$ cat config.mk
export PLATFORM = sky130hd
export DESIGN_NAME = weight_dma_loader
export DESIGN_NICKNAME = d
export VERILOG_FILES = /design/src/rtl/tpu_pkg.sv /design/src/rtl/col_rr_pointer.sv /design/src/rtl/weight_dma_loader.sv
export SDC_FILE = /design/constraint.sdc
export NUM_CORES = 1
export LEC_CHECK = 0
export CAP_MARGIN = 10
export CORE_ASPECT_RATIO = 1.2
export CORE_MARGIN = 2
export CORE_UTILIZATION = 52
export DETAILED_ROUTE_END_ITERATION = 10
export GPL_ROUTABILITY_DRIVEN = 0
export PLACE_DENSITY = 0.8
export SETUP_SLACK_MARGIN = 0.4
export SLEW_MARGIN = 20
export SYNTH_ARGS = -nofsm -noshare
export SYNTH_HDL_FRONTEND = slang
export SYNTH_SLANG_ARGS = --single-unit
$ cat constraint.sdc
create_clock -name clk -period 3.5 [get_ports clk]
set_clock_uncertainty 0.2 [all_clocks]
set_input_delay 0.875 -clock clk [delete_from_list [all_inputs] [get_ports clk]]
set_output_delay 0.875 -clock clk [all_outputs]
set_load 0.01 [all_outputs]
$ cat src/rtl/tpu_pkg.sv
// Shared TPU definitions: weight-loader state encoding and tile geometry.
package tpu_pkg;

  localparam int TILE_BYTES = 9;
  localparam int NUM_COLS   = 3;

  typedef enum logic [2:0] {
    IDLE    = 3'd0,
    REQ     = 3'd1,
    WAIT    = 3'd2,
    PUSH_LO = 3'd3,
    PUSH_HI = 3'd4,
    DONE    = 3'd5
  } wload_state_t;

  // Byte count of a load: tiles * bytes-per-tile, kept to 12 bits.
  function automatic logic [11:0] load_bytes(input logic [11:0] tiles);
    return tiles * 12'(TILE_BYTES);
  endfunction

endpackage

$ cat src/rtl/col_rr_pointer.sv
// Mod-3 round-robin column pointer with advance enable and one-hot decode.
module col_rr_pointer (
  input  logic       clk,
  input  logic       rst,
  input  logic       clear,
  input  logic       advance,
  output logic [2:0] onehot
);
  import tpu_pkg::*;

  logic [1:0] ptr_r;

  // Pointer register: cleared at load start, steps 0->1->2->0 on each push.
  always_ff @(posedge clk or posedge rst) begin
    if (rst) begin
      ptr_r <= 2'd0;
    end else if (clear) begin
      ptr_r <= 2'd0;
    end else if (advance) begin
      if (ptr_r == 2'(NUM_COLS - 1)) begin
        ptr_r <= 2'd0;
      end else begin
        ptr_r <= ptr_r + 2'd1;
      end
    end else begin
      ptr_r <= ptr_r;
    end
  end

  // One-hot decode of the current column.
  always_comb begin
    onehot = 3'b000;
    case (ptr_r)
      2'd0:    onehot = 3'b001;
      2'd1:    onehot = 3'b010;
      2'd2:    onehot = 3'b100;
      default: onehot = 3'b000;
    endcase
  end

endmodule

$ cat src/rtl/weight_dma_loader.sv
// Weight DMA loader: fetches 16-bit words from weight DRAM and pushes the
// bytes round-robin into the three columns of the weight FIFO.
module weight_dma_loader #(
  parameter int ADDR_W      = 24,
  parameter int TILE_BYTES  = 9,
  parameter int MAX_TILES_W = 8
) (
  input  logic                   clk,
  input  logic                   rst,
  input  logic                   start,
  input  logic [ADDR_W-1:0]      base_addr,
  input  logic [MAX_TILES_W-1:0] num_tiles,
  output logic                   mem_req,
  output logic [ADDR_W-1:0]      mem_addr,
  input  logic                   mem_gnt,
  input  logic                   mem_rvalid,
  input  logic [15:0]            mem_rdata,
  input  logic                   fifo_full,
  output logic                   push_col0,
  output logic                   push_col1,
  output logic                   push_col2,
  output logic [7:0]             push_data,
  output logic                   busy,
  output logic                   done,
  output logic [11:0]            bytes_pushed
);
  import tpu_pkg::*;

  wload_state_t      state_r;
  logic [ADDR_W-1:0] addr_r;
  logic [11:0]       total_r;
  logic [15:0]       word_r;
  logic [2:0]        col_onehot_s;
  logic              push_fire_s;
  logic              last_byte_s;
  logic              col_clear_s;
  logic [11:0]       total_s;

  assign mem_addr = addr_r;

  // Push decode, last-byte detect and load length for a new start.
  always_comb begin
    push_fire_s = 1'b0;
    col_clear_s = 1'b0;
    last_byte_s = ((bytes_pushed + 12'd1) == total_r);
    total_s     = load_bytes(12'(num_tiles));
    if ((state_r == PUSH_LO || state_r == PUSH_HI) && !fifo_full) begin
      push_fire_s = 1'b1;
    end else begin
      push_fire_s = 1'b0;
    end
    if (state_r == IDLE && start && (num_tiles != '0)) begin
      col_clear_s = 1'b1;
    end else begin
      col_clear_s = 1'b0;
    end
  end

  col_rr_pointer u_col_ptr (
    .clk     (clk),
    .rst     (rst),
    .clear   (col_clear_s),
    .advance (push_fire_s),
    .onehot  (col_onehot_s)
  );

  // Loader FSM with registered request, push, busy and done outputs.
  always_ff @(posedge clk or posedge rst) begin
    if (rst) begin
      state_r      <= IDLE;
      addr_r       <= '0;
      total_r      <= 12'd0;
      word_r       <= 16'd0;
      bytes_pushed <= 12'd0;
      mem_req      <= 1'b0;
      push_col0    <= 1'b0;
      push_col1    <= 1'b0;
      push_col2    <= 1'b0;
      push_data    <= 8'd0;
      busy         <= 1'b0;
      done         <= 1'b0;
    end else begin
      push_col0 <= 1'b0;
      push_col1 <= 1'b0;
      push_col2 <= 1'b0;
      push_data <= 8'd0;
      done      <= 1'b0;
      case (state_r)
        IDLE: begin
          busy <= 1'b0;
          if (start) begin
            if (num_tiles == '0) begin
              state_r <= DONE;
              done    <= 1'b1;
            end else begin
              addr_r       <= base_addr & ~ADDR_W'(1);
              total_r      <= total_s;
              bytes_pushed <= 12'd0;
              mem_req      <= 1'b1;
              busy         <= 1'b1;
              state_r      <= REQ;
            end
          end
        end
        REQ: begin
          if (mem_gnt) begin
            mem_req <= 1'b0;
            state_r <= WAIT;
          end
        end
        WAIT: begin
          if (mem_rvalid) begin
            word_r  <= mem_rdata;
            state_r <= PUSH_LO;
          end
        end
        PUSH_LO, PUSH_HI: begin
          if (push_fire_s) begin
            push_col0    <= col_onehot_s[0];
            push_col1    <= col_onehot_s[1];
            push_col2    <= col_onehot_s[2];
            push_data    <= (state_r == PUSH_LO) ? word_r[7:0] : word_r[15:8];
            bytes_pushed <= bytes_pushed + 12'd1;
            if (last_byte_s) begin
              busy    <= 1'b0;
              done    <= 1'b1;
              state_r <= DONE;
            end else if (state_r == PUSH_LO) begin
              state_r <= PUSH_HI;
            end else begin
              // Odd trailing byte never reaches here: the low half ends the load.
              addr_r  <= addr_r + ADDR_W'(2);
              mem_req <= 1'b1;
              state_r <= REQ;
            end
          end
        end
        DONE: begin
          busy    <= 1'b0;
          state_r <= IDLE;
        end
        default: begin
          mem_req <= 1'b0;
          busy    <= 1'b0;
          state_r <= IDLE;
        end
      endcase
    end
  end

endmodule

After elaboration in Yosys (flattened, before gate mapping)
Index checks and enable logic that the tools add are counted.

Add/sub/neg operators: 3. $mul: 1. Equal/unequal tests: 16. Multiplexer cells: 50. Bitwise operators: 3. Reduce and logical (&&, ||, !) cells: 21.

Operators by type and width (count): $mux 24 (5); $pmux 24 s2 (1); $mux 12 (3); $add 24x2->24 const B (1); $mux 8 (3); $pmux 12 s2 (1); $mux 1 (22); $mux 3 (7); $ne 2x2->1 const B (8); $add 12x1->12 const B (1); $eq 12x12->1 (1); $mul 8x4->12 const B (1); $pmux 3 s4 (1); $pmux 3 s3 (1); $logic_not 8->1 (1); $reduce_and 4->1 (2); $reduce_bool 8->1 (1); $reduce_and 7->1 (1); $eq 3x2->1 const B (2); $eq 3x3->1 const B (2); $mux 2 (3); $reduce_and 3->1 (2); $reduce_and 6->1 (1); $reduce_or 2->1 (3); 15 further kinds (20).

Register bits: 83.

Longest topological paths before layout
Depth in word-level cells: 6. Gate-level depth with buffers: 10. Gate-level depth less buffers: 9.

Cells and area by module
From an unflattened synthesis, not the netlist that was laid out.

Cells, all modules: 524. Area total of the unflattened synthesis: 4758.3 um2.

Modules (own cells, without submodules): weight_dma_loader (instances 1, cells each 512, area an instance 4643.2 um2); col_rr_pointer (instances 1, cells each 12, area an instance 115.1 um2).

Least setup slack after synthesis
No wires, ideal clock.

Kind: input -> register. From: input num_tiles[1]. To: register total_r[10]. Arrival: 2.576 ns. Path slack: 0.589 ns. Stages on the path: 9. Path buffers: 0. Cells stage by stage: ha_1 > ha_1 > fa_1 > a21o_1 > a21oi_1 > nor2b_1 > o21ai_0 > xor2_1 > o21ai_0.

Cells in the longest elaborated chain, start to end: 3. Elaborated cells between the ends (all ways): 4. Classes of those cells: 1 x mul; 1 x bitwise; 2 x reduce/logical.

Ends and longest elaborated chain: start: declaration (line weight_dma_loader.sv:12) `input logic [MAX_TILES_W-1:0] num_tiles,`; branches (longest 3 deep; another with $mul 8x4->12); end signal: assignment (line weight_dma_loader.sv:97) `total_r <= total_s;`; end: declaration (line weight_dma_loader.sv:31) `logic [11:0] total_r;`.

Parallel ways; which one is timed is not known. A chain may end at the register's enable or synchronous reset.

Worst setup path after layout
From: input num_tiles[2]. To: register addr_r[23], in the netlist mem_addr[23].

Cells in the longest elaborated chain, start to end: 3.

Ends and longest elaborated chain: $logic_not 8->1 (line weight_dma_loader.sv:92) `if (num_tiles == '0) begin`; $ne 2x2->1 (no line); $reduce_and 6->1 (no line); end signal: assignment (line weight_dma_loader.sv:96) `addr_r <= base_addr & ~ADDR_W'(1);`; end signal: assignment (line weight_dma_loader.sv:132) `addr_r <= addr_r + ADDR_W'(2);`; end: declaration (line weight_dma_loader.sv:30) `logic [ADDR_W-1:0] addr_r;`.

No other way between the ends.

==> impl_metrics.ini <==
[sta]
tightest_slew_ns = 0.693
setup_viol = 0
relSlewSlack_pct = 53.8
rsz0062_at_grt = yes
hold_viol = 0
finalCriticalPeriod_ns = 3.03
max_freq_mhz = 330
fin_crit_sh_pct = 86.5
slew_viol_final = 0

[grt]
grt_util_met1_pct = 33.8
grt_busiest_layer = met2
antenna_found_initial = 0
grt_pass1_wl_mm = 21.3
grt_max_degree = 56
grt_overflow = 0
grtUsageTotal_pct = 26.7
use_met3_pct = 5.28
grt_pass1_vias = 4421
met2_usage_pct = 45.6

[pwr]
p_switching_mw = 2.19
power_density_mw_per_mm2 = 816
irDropWorstVdd_mv = 0.415
intPower_mw = 3.01
sw_frac_of_total_pct = 42.1
combinationalPowerShare_pct = 51.2
leakagePower_nw = 2.66
clkPwrFrac_pct = 15.7
seqPwrFrac_pct = 33.1

[detailed_routing]
wl_per_cell_um = 17.3
drtIter0Drc = 411
viasPerCell = 6.03
first_pass_iters = 5
routed_wl_mm = 13.2
drc = 0
ant_nets = 0
vias = 4616

[layout]
diodes = 0
nFillCells = 737
final_cell_mix = clkdlybuf4s50_1 (99), nand2_1 (86), dfrtp_1 (80), o21ai_0 (42)
multi_input_area_mm2 = 0.00266
regArea_mm2 = 0.00205
post-route-util_pct = 70.6
nets = 707
mostFrequentLayoutCell = clkdlybuf4s50_1
drive_gt1_share_pct = 13.6
area_growth_pct = 32.3
post-route-cell-area_mm2 = 0.00638

[critical_path]
cp.required_ns = 3.54
critPathLaunchType = input pin
path_class = in2reg
cp_max_fo = 8
cp.arrival_ns = 3.07
critPathCaptureType = flip-flop

[clock_network]
clockBufferDepth = 2
cts_root_buffer = clkbuf_8
path_clk_slew_ns = 0.08
cts_tree = yes
clock-sinks = 82
h-tree-depth = 3
cts_buffers = 9
hold_buffers = 0
clk_latency_ns = 0.36

[floorplanning]
core.rowCount = 38
coreArea_mm2 = 0.00903
die_w_um = 91.9
dieArea_mm2 = 0.0101
initial_core_util_pct = 53.4
die_y_um = 110
ios = 104

[logic_synthesis]
yosys.area.top_type = dfrtp_1
synth_compound_area_share_pct = 18.7
ys_seq_area_share_pct = 42.5
synth_area_mm2 = 0.00482
synth_top_area_share_pct = 42.5
synth_fa_ha_area_share_pct = 3.53
synth_seq_cells = 82
synth_xor_area_share_pct = 3.76
synthesis.instances = 534
synth_edf_count = 0
synth_top_family_by_area = simple AND/OR/NAND/NOR gates
synth_flop_cell = dfrtp_1
syn_avg_cell_area_um2 = 9.03
ys_types = 68
yosysWarnings = 0
synth.area.mux_share_pct = 3.94
yosys.area_share.simple_pct = 23.5
async_reset_ff_share_pct = 100
yosys-top-cells-area = dfrtp_1 (43%), nand2_1 (6.8%), o21ai_0 (4.5%)
syn_nets = 601

[min_path]
hold_path_class = reg2reg

[placement]
hpwl_mm = 9.20
port_buffers = 101
post_dp_cell_area_mm2 = 0.00602

[run]
drv_cap = 0

[status]
status = finished clean
cell usage after synthesis (8+ instances only):
cell type,number
nand2_1,87
dfrtp_1,82
o21ai_0,43
nor2_1,30
a21oi_1,29
clkbuf_1,22
nand3_1,21
nand4_1,18
mux2_2,16
a31oi_1,12
ha_1,12
nor4_1,12
xnor2_1,11
and3_1,10
nor3_1,9
buf_2,8
stage by stage:
stage | setup WS, ns | cells | hold WS, ns | setup TNS (ns) | total power [mW]
finish | 0.472 | 765 | 0.272 | 0 | 5.20
global route | 0.345 | 765 | 0.307 | 0 | 5.57
CTS | 0.413 | 759 | 0.271 | 0 | 5.04
detailed placement | -0.0311 | 743 | 0.262 | -0.0696 | 4.20
global placement | 0.00495 | 743 | 0.253 | 0 | 4.08
floorplan | 0.589 | 534 | 0.245 | 0 | 3.24
kinds of logic after synthesis:
group	Yosys count
AOI/OAI and AO/OA	135
xor gates and xnor gates	19
adders and majority gates	13
buffers and inverters	42
DFF	82
muxes	17
other	1
and+or+nand+nor	225
sequential cells by signal, summed over array words and instances, names as in the netlist:
register / cells
mem_addr: 23
word_r: 16
bytes_pushed: 12
total_r: 12
push_data: 8
state_r: 3
u_col_ptr.ptr_r: 2
busy: 1
done: 1
mem_req: 1
push_col0: 1
push_col1: 1
push_col2: 1
routing by layer:
layer | vias to the layer above | routed length, um
li1 | 2159 | -
met1 | 2246 | 5440
met2 | 181 | 6700
met3 | 30 | 774
met4 | 0 | 303
met5 | - | 0
path summary, 6_finish.rpt:
path | start | slack (ns) | end | depth (start not counted)
min in group asynchronous | rst | 0.57 | mem_addr[7] | 2
max in group asynchronous | rst | 2.01 | bytes_pushed[3] | 3
worst max register to register | bytes_pushed[6] | 0.52 | mem_addr[23] | 7
worst min-delay path | u_col_ptr.ptr_r[0] | 0.27 | push_col2 | 1
worst max-delay path | num_tiles[2] | 0.47 | mem_addr[23] | 10
worst min register to register | u_col_ptr.ptr_r[0] | 0.27 | push_col2 | 1
worst max-delay path, stage by stage:
cell and delay [ns]:
clkdlybuf4s50_1 0.49, nor4_2 0.33, buf_4 0.18, nand2_2 0.10, o211ai_4 0.23, buf_4 0.18, buf_4 0.16, or4_1 0.13
nor2_1 0.06, a311o_1 0.33
layout make-up:
| class | instances | area share, % |
|---|---|---|
| inverter | 6 | 0.412 |
| clock buffer | 11 | 2.06 |
| clock inverter | 5 | 1.61 |
| tap | 120 | 2.35 |
| sequential | 82 | 32.2 |
| timing repair buffer | 131 | 19.7 |
| multi-input combinational | 410 | 41.7 |
power by group through the flow:
stage          Sequential [mW]  Combinational, mW  Clock, mW
2_1_floorplan             1.64               1.60          0
3_3_place_gp              1.68               2.40          0
3_5_place_dp              1.72               2.48          0
4_1_cts                   1.70               2.51      0.829
5_1_grt                   1.77               2.92      0.874
6_report                  1.72               2.67      0.817
what timing repair did:
action | CTS | global route
endpoints found under the hold margin | 0 | 0
pin swaps | 0 | 4
setup endpoints to repair | 9 | 22
resized for setup | 3 | 17
buffers inserted | 0 | 6
No activity file was read; power rests on OpenSTA's default activity.
